===== config.mk =====
export PLATFORM = sky130hd
export DESIGN_NAME = udt_rx_classifier
export DESIGN_NICKNAME = d
export VERILOG_FILES = /design/src/rtl/udt_rx_classifier.sv
export SDC_FILE = /design/constraint.sdc
export NUM_CORES = 1
export LEC_CHECK = 0
export ABC_CLOCK_PERIOD_IN_PS = 26700
export CAP_MARGIN = 30
export CORE_AREA = 2 2 201 203
export CTS_CLUSTER_DIAMETER = 200
export DETAILED_ROUTE_END_ITERATION = 7
export DIE_AREA = 0 0 203 205
export DONT_BUFFER_PORTS = 1
export SLEW_MARGIN = 20
export SYNTH_ARGS = -nofsm -noshare
export SYNTH_HDL_FRONTEND = slang
export SYNTH_SLANG_ARGS = --single-unit

===== constraint.sdc =====
create_clock -name core_clk -period 26.7 [get_ports core_clk]
set_input_delay 2.67 -clock core_clk [delete_from_list [all_inputs] [get_ports core_clk]]
set_output_delay 2.67 -clock core_clk [all_outputs]
set_load 0.02 [all_outputs]

===== src/rtl/udt_rx_classifier.sv =====
`default_nettype none
// ============================================================================
// Module      : udt_rx_classifier
// Description : Front end for the UDT receive path. Consumes the UDP RX
//               AXI-Stream (64-bit beats), parses the 16-byte UDT header and
//               drops datagrams that are not addressed to PORT.
//               - Data packets: the payload goes out on a one-stage register
//                 slice (m_data_*), with the 31-bit sequence number on
//                 m_data_seq.
//               - Control packets: the header fields and the first 8 bytes
//                 of control info are presented as one record (ctrl_*).
//               - drop_cnt counts dropped datagrams and saturates.
// Ports       : core_clk/core_rst (async, active-high reset)
//               udp_rx_*  : UDP RX stream in, plus peer IP/port sideband
//               m_data_*  : payload stream out, plus m_data_seq
//               ctrl_*    : control record with ctrl_valid/ctrl_ready
//               cfg_sock_id, drop_cnt
// Options     : `define UDT_RX_SOCKID_FILTER_EN to drop packets whose header
//               socket ID differs from a non-zero cfg_sock_id.
// Revision    : 1.0 - initial release
// ============================================================================
module udt_rx_classifier #(
    parameter logic [15:0] PORT       = 16'd10086,
    parameter int          DROP_CNT_W = 16
) (
    input  logic                  core_clk,
    input  logic                  core_rst,
    input  logic                  udp_rx_tvalid,
    output logic                  udp_rx_tready,
    input  logic                  udp_rx_tlast,
    input  logic [7:0]            udp_rx_tkeep,
    input  logic [63:0]           udp_rx_tdata,
    input  logic [31:0]           udp_rx_ip_src,
    input  logic [15:0]           udp_rx_port_src,
    input  logic [15:0]           udp_rx_port_dest,
    output logic                  m_data_tvalid,
    input  logic                  m_data_tready,
    output logic [63:0]           m_data_tdata,
    output logic [7:0]            m_data_tkeep,
    output logic                  m_data_tlast,
    output logic [30:0]           m_data_seq,
    output logic                  ctrl_valid,
    input  logic                  ctrl_ready,
    output logic [14:0]           ctrl_type,
    output logic [31:0]           ctrl_addinfo,
    output logic [31:0]           ctrl_timestamp,
    output logic [31:0]           ctrl_sock_id,
    output logic [63:0]           ctrl_info,
    output logic                  ctrl_info_present,
    output logic [31:0]           ctrl_peer_ip,
    output logic [15:0]           ctrl_peer_port,
    input  logic [31:0]           cfg_sock_id,
    output logic [DROP_CNT_W-1:0] drop_cnt
);

    localparam logic [2:0] c_ST_HDR0       = 3'd0;
    localparam logic [2:0] c_ST_HDR1       = 3'd1;
    localparam logic [2:0] c_ST_DATA       = 3'd2;
    localparam logic [2:0] c_ST_CTRL_INFO  = 3'd3;
    localparam logic [2:0] c_ST_CTRL_DRAIN = 3'd4;
    localparam logic [2:0] c_ST_CTRL_HOLD  = 3'd5;
    localparam logic [2:0] c_ST_DROP       = 3'd6;

    localparam logic [DROP_CNT_W-1:0] c_DROP_ONE = {{(DROP_CNT_W-1){1'b0}}, 1'b1};

    // Header words are big-endian on the wire while the first wire byte sits
    // in the lowest lane, so each 32-bit half of a beat is byte-reversed.
    function automatic logic [31:0] f_bswap32(input logic [31:0] v);
        f_bswap32 = {v[7:0], v[15:8], v[23:16], v[31:24]};
    endfunction

    logic [2:0]            r_state;
    logic [31:0]           r_w0;
    logic [31:0]           r_w1;
    logic [31:0]           r_w2;
    logic [31:0]           r_w3;
    logic [31:0]           r_peer_ip;
    logic [15:0]           r_peer_port;
    logic [63:0]           r_ctrl_info;
    logic                  r_info_present;
    logic                  r_ctrl_valid;
    logic [30:0]           r_seq;
    logic                  r_m_valid;
    logic [63:0]           r_m_data;
    logic [7:0]            r_m_keep;
    logic                  r_m_last;
    logic [30:0]           r_m_seq;
    logic [DROP_CNT_W-1:0] r_drop_cnt;

    logic        w_tready;
    logic        w_beat;
    logic        w_drop;
    logic        w_sock_reject;
    logic [31:0] w_lo_word;
    logic [31:0] w_hi_word;

    assign w_lo_word = f_bswap32(udp_rx_tdata[31:0]);
    assign w_hi_word = f_bswap32(udp_rx_tdata[63:32]);

`ifdef UDT_RX_SOCKID_FILTER_EN
    // w_hi_word on the HDR1 beat is word3 (the destination socket ID).
    assign w_sock_reject = (w_hi_word != cfg_sock_id) && (cfg_sock_id != 32'd0);
`else
    logic w_unused_sock;
    assign w_unused_sock = ^cfg_sock_id;
    assign w_sock_reject = 1'b0;
`endif

    always_comb begin
        w_tready = 1'b1;
        case (r_state)
            c_ST_HDR0:      w_tready = !r_ctrl_valid;
            c_ST_DATA:      w_tready = !r_m_valid || m_data_tready;
            c_ST_CTRL_HOLD: w_tready = 1'b0;
            default:        w_tready = 1'b1;
        endcase
    end

    assign w_beat = udp_rx_tvalid && w_tready;

    // The drop decision is made on the beat that settles the packet's fate.
    always_comb begin
        w_drop = 1'b0;
        if (w_beat) begin
            if (r_state == c_ST_HDR0) begin
                w_drop = udp_rx_tlast || (udp_rx_port_dest != PORT);
            end else if (r_state == c_ST_HDR1) begin
                w_drop = w_sock_reject || (!r_w0[31] && udp_rx_tlast);
            end
        end
    end

    always_ff @(posedge core_clk or posedge core_rst) begin
        if (core_rst) begin
            r_state        <= c_ST_HDR0;
            r_w0           <= '0;
            r_w1           <= '0;
            r_w2           <= '0;
            r_w3           <= '0;
            r_peer_ip      <= '0;
            r_peer_port    <= '0;
            r_ctrl_info    <= '0;
            r_info_present <= 1'b0;
            r_ctrl_valid   <= 1'b0;
            r_seq          <= '0;
            r_m_valid      <= 1'b0;
            r_m_data       <= '0;
            r_m_keep       <= '0;
            r_m_last       <= 1'b0;
            r_m_seq        <= '0;
            r_drop_cnt     <= '0;
        end else begin
            if (w_drop && !(&r_drop_cnt)) begin
                r_drop_cnt <= r_drop_cnt + c_DROP_ONE;
            end

            // Output slice drains independently of the parser state so the
            // next header can be accepted while the last payload beat waits.
            if (r_state == c_ST_DATA && w_beat) begin
                r_m_valid <= 1'b1;
                r_m_data  <= udp_rx_tdata;
                r_m_keep  <= udp_rx_tkeep;
                r_m_last  <= udp_rx_tlast;
                r_m_seq   <= r_seq;
            end else if (m_data_tready) begin
                r_m_valid <= 1'b0;
            end

            case (r_state)
                c_ST_HDR0: begin
                    if (w_beat) begin
                        r_w0        <= w_lo_word;
                        r_w1        <= w_hi_word;
                        r_peer_ip   <= udp_rx_ip_src;
                        r_peer_port <= udp_rx_port_src;
                        if (udp_rx_tlast) begin
                            r_state <= c_ST_HDR0;
                        end else if (udp_rx_port_dest != PORT) begin
                            r_state <= c_ST_DROP;
                        end else begin
                            r_state <= c_ST_HDR1;
                        end
                    end
                end
                c_ST_HDR1: begin
                    if (w_beat) begin
                        r_w2 <= w_lo_word;
                        r_w3 <= w_hi_word;
                        if (w_sock_reject) begin
                            r_state <= udp_rx_tlast ? c_ST_HDR0 : c_ST_DROP;
                        end else if (!r_w0[31]) begin
                            if (udp_rx_tlast) begin
                                r_state <= c_ST_HDR0;
                            end else begin
                                r_seq   <= r_w0[30:0];
                                r_state <= c_ST_DATA;
                            end
                        end else if (udp_rx_tlast) begin
                            r_info_present <= 1'b0;
                            r_ctrl_valid   <= 1'b1;
                            r_state        <= c_ST_CTRL_HOLD;
                        end else begin
                            r_state <= c_ST_CTRL_INFO;
                        end
                    end
                end
                c_ST_DATA: begin
                    if (w_beat && udp_rx_tlast) begin
                        r_state <= c_ST_HDR0;
                    end
                end
                c_ST_CTRL_INFO: begin
                    if (w_beat) begin
                        r_ctrl_info    <= {w_hi_word, w_lo_word};
                        r_info_present <= (udp_rx_tkeep == 8'hFF);
                        if (udp_rx_tlast) begin
                            r_ctrl_valid <= 1'b1;
                            r_state      <= c_ST_CTRL_HOLD;
                        end else begin
                            r_state <= c_ST_CTRL_DRAIN;
                        end
                    end
                end
                c_ST_CTRL_DRAIN: begin
                    if (w_beat && udp_rx_tlast) begin
                        r_ctrl_valid <= 1'b1;
                        r_state      <= c_ST_CTRL_HOLD;
                    end
                end
                c_ST_CTRL_HOLD: begin
                    if (ctrl_ready) begin
                        r_ctrl_valid <= 1'b0;
                        r_state      <= c_ST_HDR0;
                    end
                end
                c_ST_DROP: begin
                    if (w_beat && udp_rx_tlast) begin
                        r_state <= c_ST_HDR0;
                    end
                end
                default: r_state <= c_ST_HDR0;
            endcase
        end
    end

    assign udp_rx_tready     = w_tready;
    assign m_data_tvalid     = r_m_valid;
    assign m_data_tdata      = r_m_data;
    assign m_data_tkeep      = r_m_keep;
    assign m_data_tlast      = r_m_last;
    assign m_data_seq        = r_m_seq;
    assign ctrl_valid        = r_ctrl_valid;
    assign ctrl_type         = r_w0[30:16];
    assign ctrl_addinfo      = r_w1;
    assign ctrl_timestamp    = r_w2;
    assign ctrl_sock_id      = r_w3;
    assign ctrl_info         = r_ctrl_info;
    assign ctrl_info_present = r_info_present;
    assign ctrl_peer_ip      = r_peer_ip;
    assign ctrl_peer_port    = r_peer_port;
    assign drop_cnt          = r_drop_cnt;

endmodule
`default_nettype wire


==> results.md <==
- Final hold violations: 0
- CTS tree: yes
- Ys flop type: dfrtp_1
- Max_slew headroom: 38.7%
- Final clock skew: between 10 and 15 ps
- Die X-Extent: 203 um
- Reg2reg setup slack: 23730 ps
- Max cap viols: 0
- WP data arrival: 3450 ps
- VDD IR max: 0.0639 mV
- Clk sinks: 397
- Setup bufs post-CTS: 0
- Net Sw Frac: 38.1%
- Syn_area_per_cell: ~16 um2
- Clock power frac: 23.6%
- Final RePlAce weighted congestion: 0.777
- Io pins: 521
- # setup viols final: 0
- Hold path cells: 1
- P&R area growth vs syn: 11.9%
- Yosys top cell by area: dfrtp_1
- DR vias: a little under 8000
- Min cycle time layout: 6120 ps
- Clk_lat worst skew: 550 ps
- Sequential element share of the synthesized area: 64.9%
- Die area: ~0.042 mm2
- Reg2Reg Depth: 4
- Number of global-route vias before repair: 8330
- Final period util: 22.9%
- Die Span Y: 205 um
- Setup_tns: 0 ps
- TritonCTS buffer count: 41
- Ant diodes: 0
- Initial DRC Count: 313
- FF+latch count, synth: 397
- Initial DRT Pass Iterations: 4
- Root Buffer: clkbuf_16
- GRT overflow: 0
- Share of flip-flops with an asynchronous set or reset: 100%
- Cells after Synth: 946
- RSZ-0062 raised after global routing: false
- Row count: 73
- Critical path endpoint category: output port
- Detail Route Antenna Nets: 0
- Combinational power share: 18.9%
- Worst r2r src: r_state[0]$_DFFE_PP0P_
- Most common cell in the netlist: dfrtp_1
- Initial core utilization: 38.9%
- Initial antenna violation count: 0
- Top cells by area, synth: dfrtp_1 65%, mux2_2 28%, buf_4 1.1%, buf_2 1.1%, xor2_1 0.80%
- CP max FO: 4
- Yosys warnings: 0
- Htree depth: 2
- Least-Margin Pin Slew: between 900 and 1000 ps
- Distinct cells, synth: 47
- Leakage: between 0.007 and 0.008 uW
- DRT Wirelength: approximately 35 mm
- Largest net degree at the start of global routing: 184
- Run status: completed
- Post-DP HPWL: 23.7 mm
- Hold crit path type: flip-flop to flip-flop
- Core Util, Final: 43.5%
- GRT Total Usage: 16.7%
- Hold_sp: r_seq[24]$_DFFE_PP0P_
- Switch Pwr: 917 uW
- Maximum clock rate: 163 MHz
- Sequential share of power: 57.5%
- EDFF count, synth: 0
- Core Area: 0.0394 mm2
- Crit path cell chain: nand3b_1 > a211oi_1 > a31oi_1
- Reg clk slew, reported paths: ~60 ps
- Critical path class: input port to output port
- Nets: 1113
- Slowest CP cell: a31oi_1
- IO Port Bufs: 0
- CP startpoint: m_data_tready
- Power Density: 141 mW/mm2
- Hold_buf cts: 0
- Req. time, crit path: 24030 ps
- Post-cts resize count: 0
- Syn_nets: approximately 1100
- Int Power: 1490 uW
- Layout cells sized above 1: ~48%
- Per-cell routed wire length: 23.7 um
- Most instantiated cells after synthesis: 397 x dfrtp_1, 375 x mux2_2, 33 x buf_2, 23 x buf_4, 14 x xor2_1
- First-pass GRT wire length: 53.2 mm
- CP peak stage delay: 510 ps
- Drt drc: 0
- Clock Path Buffers: 3
- Vias/cell: roughly 5.2
- Share of the synthesized area in the top cell type: 64.9%
- Fin. max-slew vios: 0
- Synth Cell Area: 0.0153 mm2
- CP startpoint kind: input port
-- state kept, by name, indices dropped and copies added (netlist names), 3 cells and up --
register	count
ctrl_addinfo	32
ctrl_info	64
ctrl_peer_ip	32
ctrl_peer_port	16
ctrl_sock_id	32
ctrl_timestamp	32
drop_cnt	16
m_data_seq	31
m_data_tdata	64
m_data_tkeep	8
r_seq	31
r_state	3
r_w0	32
-- power by group through the flow --
stage | Clock [uW] | Sequential, uW | Combinational [uW]
after floorplan | 0 | 1280 | 443
after global placement | 0 | 1400 | 440
after detailed placement | 0 | 1400 | 460
after CTS | 590 | 1390 | 460
after global routing | 613 | 1420 | 499
final | 569 | 1380 | 454
-- cell type report --
class	instances	area [um2]
Sequential cell	397	9930
Inverter	5	26.3
Fill cell	3495	22300
Clock buffer	64	1240
Clock inverter	10	109
Tap cell	525	657
Multi-Input combinational cell	481	4990
Timing Repair Buffer	12	148
-- worst max-delay path: cells and delay by family --
kind | cells | cell delay (ps)
compound gates | 2 | 630
simple gates | 1 | 150
-- per-layer routing --
layer  track usage [%]  vias up  share of wire (%)
met5                 0        -                  0
met4              6.13        0                2.4
met3              6.73       50                 10
met2              26.8      304                 49
met1              20.3     4126                 39
li1                  -     3344                  -
-- kinds of logic (layout without fill, tap and decap cells) --
group / Yosys count / after routing / synth area share, %
buffers and inverters: 68 / 91 / 2.60
flip-flops: 397 / 397 / 64.9
XOR/XNOR: 15 / 15 / 0.859
multiplexers: 378 / 378 / 27.8
AND/OR/NAND/NOR: 63 / 63 / 2.50
adder cells (fa/ha/maj): 1 / 1 / 0.0818
AO/OA/AOI/OAI: 24 / 24 / 1.19
-- path summary, 6_finish.rpt --
check / to
worst max-delay path: udp_rx_tready
worst min-delay path: m_data_seq[24]$_DFFE_PP0P_
worst max register to register: ctrl_sock_id[14]$_DFFE_PP0P_
worst min register to register: m_data_seq[24]$_DFFE_PP0P_
max in group asynchronous: m_data_seq[19]$_DFFE_PP0P_
min in group asynchronous: ctrl_sock_id[17]$_DFFE_PP0P_
-- per-stage QoR --
| stage | cell area [um2] | setup slack, ps | hold slack [ps] | std cells | total power (uW) |
|---|---|---|---|---|---|
| finish | 17100 | 20580 | 494 | 1494 | 2410 |
| CTS | 17100 | 20560 | 498 | 1492 | 2440 |
| global route | 17100 | 20530 | 517 | 1494 | 2530 |
| floorplan | 15300 | 12990 | 475 | 946 | 1720 |
| detailed placement | 15700 | 20560 | 489 | 1418 | 1860 |
| global placement | 15700 | 20570 | 481 | 1417 | 1840 |
-- placed cells by master, fill, tap and decap left out, types with 2 or more instances in the layout --
master and n:
nand3b_1 3, mux2i_1 2, o21ai_0 7, dfrtp_1 397, buf_4 8, nor2_1 4
inv_1 4, clkbuf_1 12, buf_12 3, mux2_2 375, nand3_1 4, xor2_1 14
clkinv_2 5, nor4bb_1 4, nand4_1 8, clkbuf_8 9, bufinv_16 2, nor4_1 4
nor3_1 9, clkinvlp_4 2, a21oi_1 4, and3_1 2, o22a_1 2, and4_1 2
nand2_1 7, nand2b_1 2, clkbuf_16 43, a31oi_1 2
No activity file was read; power rests on OpenSTA's default activity.
==> RTL change 1 (config.mk and constraints unchanged) <==
Make the reset (`core_rst`) synchronous in one clocked block. Comments in the files are not updated.
--- a/src/rtl/udt_rx_classifier.sv
+++ b/src/rtl/udt_rx_classifier.sv
@@ -131,5 +131,5 @@
     end
 
-    always_ff @(posedge core_clk or posedge core_rst) begin
+    always_ff @(posedge core_clk) begin
         if (core_rst) begin
             r_state        <= c_ST_HDR0;
Behaviour: differs if core_rst is asserted again (counterexample within 4 cycles, from zero or initial values and one cycle with core_rst high); with core_rst held inactive, the same outputs for 4 cycles.
==> RTL change 1 against the original RTL <==
  * Worst setup slack got worse by 0.043 ns
  * Cell area fell by 6.4%
  * Utilization fell by 2.8 points
  * First-iteration DRC count rose by 140%
  * Wire length rose by 27%
  * Fmax fell by 0.70%
  * Via count rose by 51%
  * Area after synthesis fell by 6.5%
  * Worst hold slack got worse by 0.043 ns
  * Sequential cell count did not move
  * Register-to-register slack got worse by 0.39 ns
  * Critical path type unchanged
Power is not compared: it rests on default switching activity, and its combinational part moved more than twofold at a synthesized area within 25%.
==> RTL change 1: results (changes against the original RTL) <==
vias in the first global route: 11,142 (+34%)
Hold EP: m_data_seq[11]
HP Class: flop to flop
max_slew headroom: 34.77% (-4.0 points)
placed wire-length estimate: 29.03 mm (+23%)
hold path cells: 2 (+1)
# fillers: 3,969 (+14%)
Clock Latency Late Sink: 0.55 ns (about the same)
post_cts resized: 0 (unchanged)
RR Endpoint: r_seq[20]
YS warnings: 0 (unchanged)
antenna violations before repair: 1 (+1)
Post-synth top cells: nand2_1 (760), dfxtp_1 (397), a21oi_1 (384)
synth unique cells: 46 (-2.1%)
layout cell share with drive strength beyond 1: 6.606% (-41 points)
postcts setup bufs: 0 (unchanged)
Internal: 1.026 mW
P_leak: 5.230 nW
arrival time worst endpoint: 3.49 ns (+0.04 ns)
WL/cell: 19.68 µm (-17%)
worst reg2reg startpoint: r_state[0]
Hold Slack: 0.4505 ns (-0.04324 ns)
Critical Path Start: m_data_tready
hold_sp: r_seq[11]
PortBufs: 0 (unchanged)
Longest Clk Path Bufs: 3 (unchanged)
final net count: 1,899 (+71%)
clock skew: 0.01549 ns (+0.002989 ns)
syn_nets: 1,995 (+78%)
H-tree depth: 2 (unchanged)
Root Buffer: clkbuf_16
largest net degree at the start of global routing: 403 (+120%)
Ant. Diodes: 0 (unchanged)
CTS buffer count: 43 (+4.9%)
comb pwr: 78.1 µW
All-Layer GR Usage: 20.49% (+3.8 points)
sequential element share of the synthesized area: 55.55% (-9.4 points)
RD Place Congestion: 0.8208 (+5.6%)
Clk pwr share: 46.0%
ys flop type: dfxtp_1
global-route wire length before repair: 66.61 mm (+25%)
post-DR vias/cell: 5.184 (-1.0%)
R2R depth: 6 (+2)
drt pass-1 iters: 5 (+1)
Setup crit end: udp_rx_tready
run status: completed
most area-consuming cells after synthesis: dfxtp_1 (56%), nand2_1 (20%), a21oi_1 (13%), clkbuf_1 (3.1%), buf_4 (0.84%)
VDD IR max: 0.04807 mV
Cell Area, Placed: 14,480 µm² (-7.8%)
r2r setup slk: 23.34 ns (-0.39 ns)
1st-iter DRT viols: 745 (+140%)
Crit Path Max Fanout: 3 (-1)
Setup TNS: 0 ns (unchanged)
Async S/R FF share, synth: 0% (-100 points)
Yosys top cell by area: dfxtp_1
[RTL change 1: metal layers]
layer  wire length [µm]  global-route usage (%)  vias to the layer above
met5                 11                       0                        -
met4               1170                   7.873                        2
met3               4689                   7.763                       71
met1              17560                   24.19                     5570
li1                   -                       -                     5723
met2              21450                   33.76                      458
[RTL change 1: kinds of logic (layout without fill, tap and decap cells)]
family | count (synthesis) | count (layout) | synth area share, %
AND/OR/NAND/NOR | 837 | 837 | 23.43
AO/OA/AOI/OAI | 421 | 421 | 15.60
flip-flops | 397 | 397 | 55.55
buffers and inverters | 159 | 95 | 4.888
multiplexers | 5 | 5 | 0.4460
adder cells (fa/ha/maj) | 1 | 1 | 0.08744
[RTL change 1: critical path, cell delays in order]
cell	delay (ns)
nand3b_1	0.07
a21boi_0	0.13
a31oi_1	0.62
[RTL change 1: area by class of cell]
class	instances	area, µm²	share of cell area (%)
Inverter	5	18.77	0.1172
Sequential cell	397	7948	49.61
Tap cell	525	656.9	4.100
Timing Repair Buffer	13	150.1	0.9372
Clock buffer	57	1231	7.685
Clock inverter	20	286.5	1.789
Multi-Input combinational cell	1264	5729	35.76
[RTL change 1: per-stage QoR]
| stage | util, % | power (mW) | worst slack (ns) | cells |
|---|---|---|---|---|
| 2_1_floorplan | - | 0.7391 | 20.72 | 1820 |
| 3_3_place_gp | 36.63 | 0.7521 | 20.53 | 2200 |
| 3_5_place_dp | 36.79 | 0.7556 | 20.54 | 2203 |
| 4_1_cts | 40.64 | 1.392 | 20.54 | 2280 |
| 5_1_grt | 40.70 | 1.426 | 20.51 | 2281 |
| 6_report | 40.70 | 1.375 | 20.54 | 2281 |
==> RTL change 2 (same flow settings) <==
Without the edit above. Add a define of `UDT_RX_SOCKID_FILTER_EN`.
--- a/src/rtl/udt_rx_classifier.sv
+++ b/src/rtl/udt_rx_classifier.sv
@@ -20,4 +20,6 @@
 // Revision    : 1.0 - initial release
 // ============================================================================
+`define UDT_RX_SOCKID_FILTER_EN
+
 module udt_rx_classifier #(
     parameter logic [15:0] PORT       = 16'd10086,
Function: changed (a bounded check fails within 4 cycles, from zero or initial values and one cycle with core_rst high).
==> RTL change 2 against the original RTL <==
  * Combinational power fell by 24%
  * Wire length grew 13%
  * Worst setup slack got worse by 0.12 ns
  * Count of clock-buffer cells in the layout is 1 higher
  * Area after synthesis up 3.6%
  * Power fell by 6.5%
  * Fmax decreased by 2.0%
  * Cell area increased by 4.3%
  * Sequential power decreased by 6%
  * Cell count up 14%
  * Die area unchanged
  * Sequential cell count unchanged
  * Critical path type unchanged
  * Critical endpoint unchanged
  * Largest power group unchanged
  * Highest routed layer unchanged
==> RTL change 2: results (changes against the original RTL) <==
run status: completed
clock skew: 0.02303 ns (+0.01054 ns)
global-route wire length before repair: 59.12 mm (+11%)
P_leak: 8.202 nW (+6.7%)
Final Non-Filler Cells: 1,701 (+14%)
placed cells: 1,617 (+14%)
R2R depth: 7 (+3)
RD Place Congestion: 0.8252 (+6.2%)
crit-path max cell delay: 0.67 ns (+0.16 ns)
area of the multi-input gates: 5574 µm² (+12%)
WL/cell: 23.51 µm (-0.73%)
Hold EP: r_seq[13]
drt pass-1 iters: 5 (+1)
placed wire-length estimate: 27.52 mm (+16%)
hold_sp: r_w0[13]
largest net degree at the start of global routing: 161 (-13%)
Seq/total area: 55.66% (-2.4 points)
Crit Path Max Fanout: 2 (-2)
sequential element share of the synthesized area: 62.66% (-2.3 points)
layout cell share with drive strength beyond 1: 35.03% (-13 points)
NonClk Buf Share: 0.9814% (+0.12 points)
synth unique cells: 46 (-2.1%)
crit path max-delay cell type: o21ai_0
RR Endpoint: r_seq[30]
vias in the first global route: 9,289 (+12%)
1st-iter DRT viols: 495 (+58%)
inverters: 8 (+3)
Mapped Cells: 1,150 (+22%)
most area-consuming cells after synthesis: dfrtp_1 (63%), mux2_2 (20%), nand2_1 (5.0%), mux2_4 (2.8%), xnor2_1 (2.0%)
arrival time worst endpoint: 3.57 ns (+0.12 ns)
clk tree area frac: 8.237% (+0.33 points)
# fillers: 3,554 (+1.7%)
[RTL change 2: cell count changes in the layout (fill, tap and decap cells not counted), sizes merged, moves of 3 or more]
cell and delta:
nand2 +202, mux2 -63, xnor2 +35, nor2 +10, nor4 +9, nand4 +7
xor2 -5, clkinv +4, nand3 +4, inv +3
[RTL change 2: layer usage]
| layer | GRT usage (%) | share of wire, % |
|---|---|---|
| met5 | 0 | 0 |
| met4 | 7.247 | 2.8 |
| met2 | 29.26 | 48 |
| met1 | 23.15 | 40 |
| met3 | 7.095 | 9.8 |
[RTL change 2: stage by stage]
stage / cell area, µm² / power, mW / setup WS [ns] / utilization (%) / hold WS (ns)
after floorplan: 15860 / 1.540 / 12.99 / - / 0.4766
after global placement: 16280 / 1.634 / 20.46 / 41.36 / 0.4861
after detailed placement: 16280 / 1.654 / 20.47 / 41.36 / 0.4915
after CTS: 17750 / 2.272 / 20.47 / 45.10 / 0.5056
after global routing: 17850 / 2.353 / 20.41 / 45.34 / 0.5182
final: 17850 / 2.249 / 20.46 / 45.34 / 0.5008
[RTL change 2: cells by family after synthesis]
family                   count (synthesis)  share of synthesized area [%]
XOR/XNOR                                45                          2.486
AND/OR/NAND/NOR                        289                          8.105
adder cells (fa/ha/maj)                  1                        0.07890
AO/OA/AOI/OAI                           30                          1.326
flip-flops                             397                          62.66
multiplexers                           313                          22.94
buffers and inverters                   75                          2.407
[RTL change 2: power by group]
group / internal, mW / switching (mW) / leakage, nW / total [mW]
logic: 0.203 / 0.142 / 2.47 / 0.345
registers: 0.830 / 0.467 / 5.01 / 1.30
clock network: 0.366 / 0.242 / 0.725 / 0.608
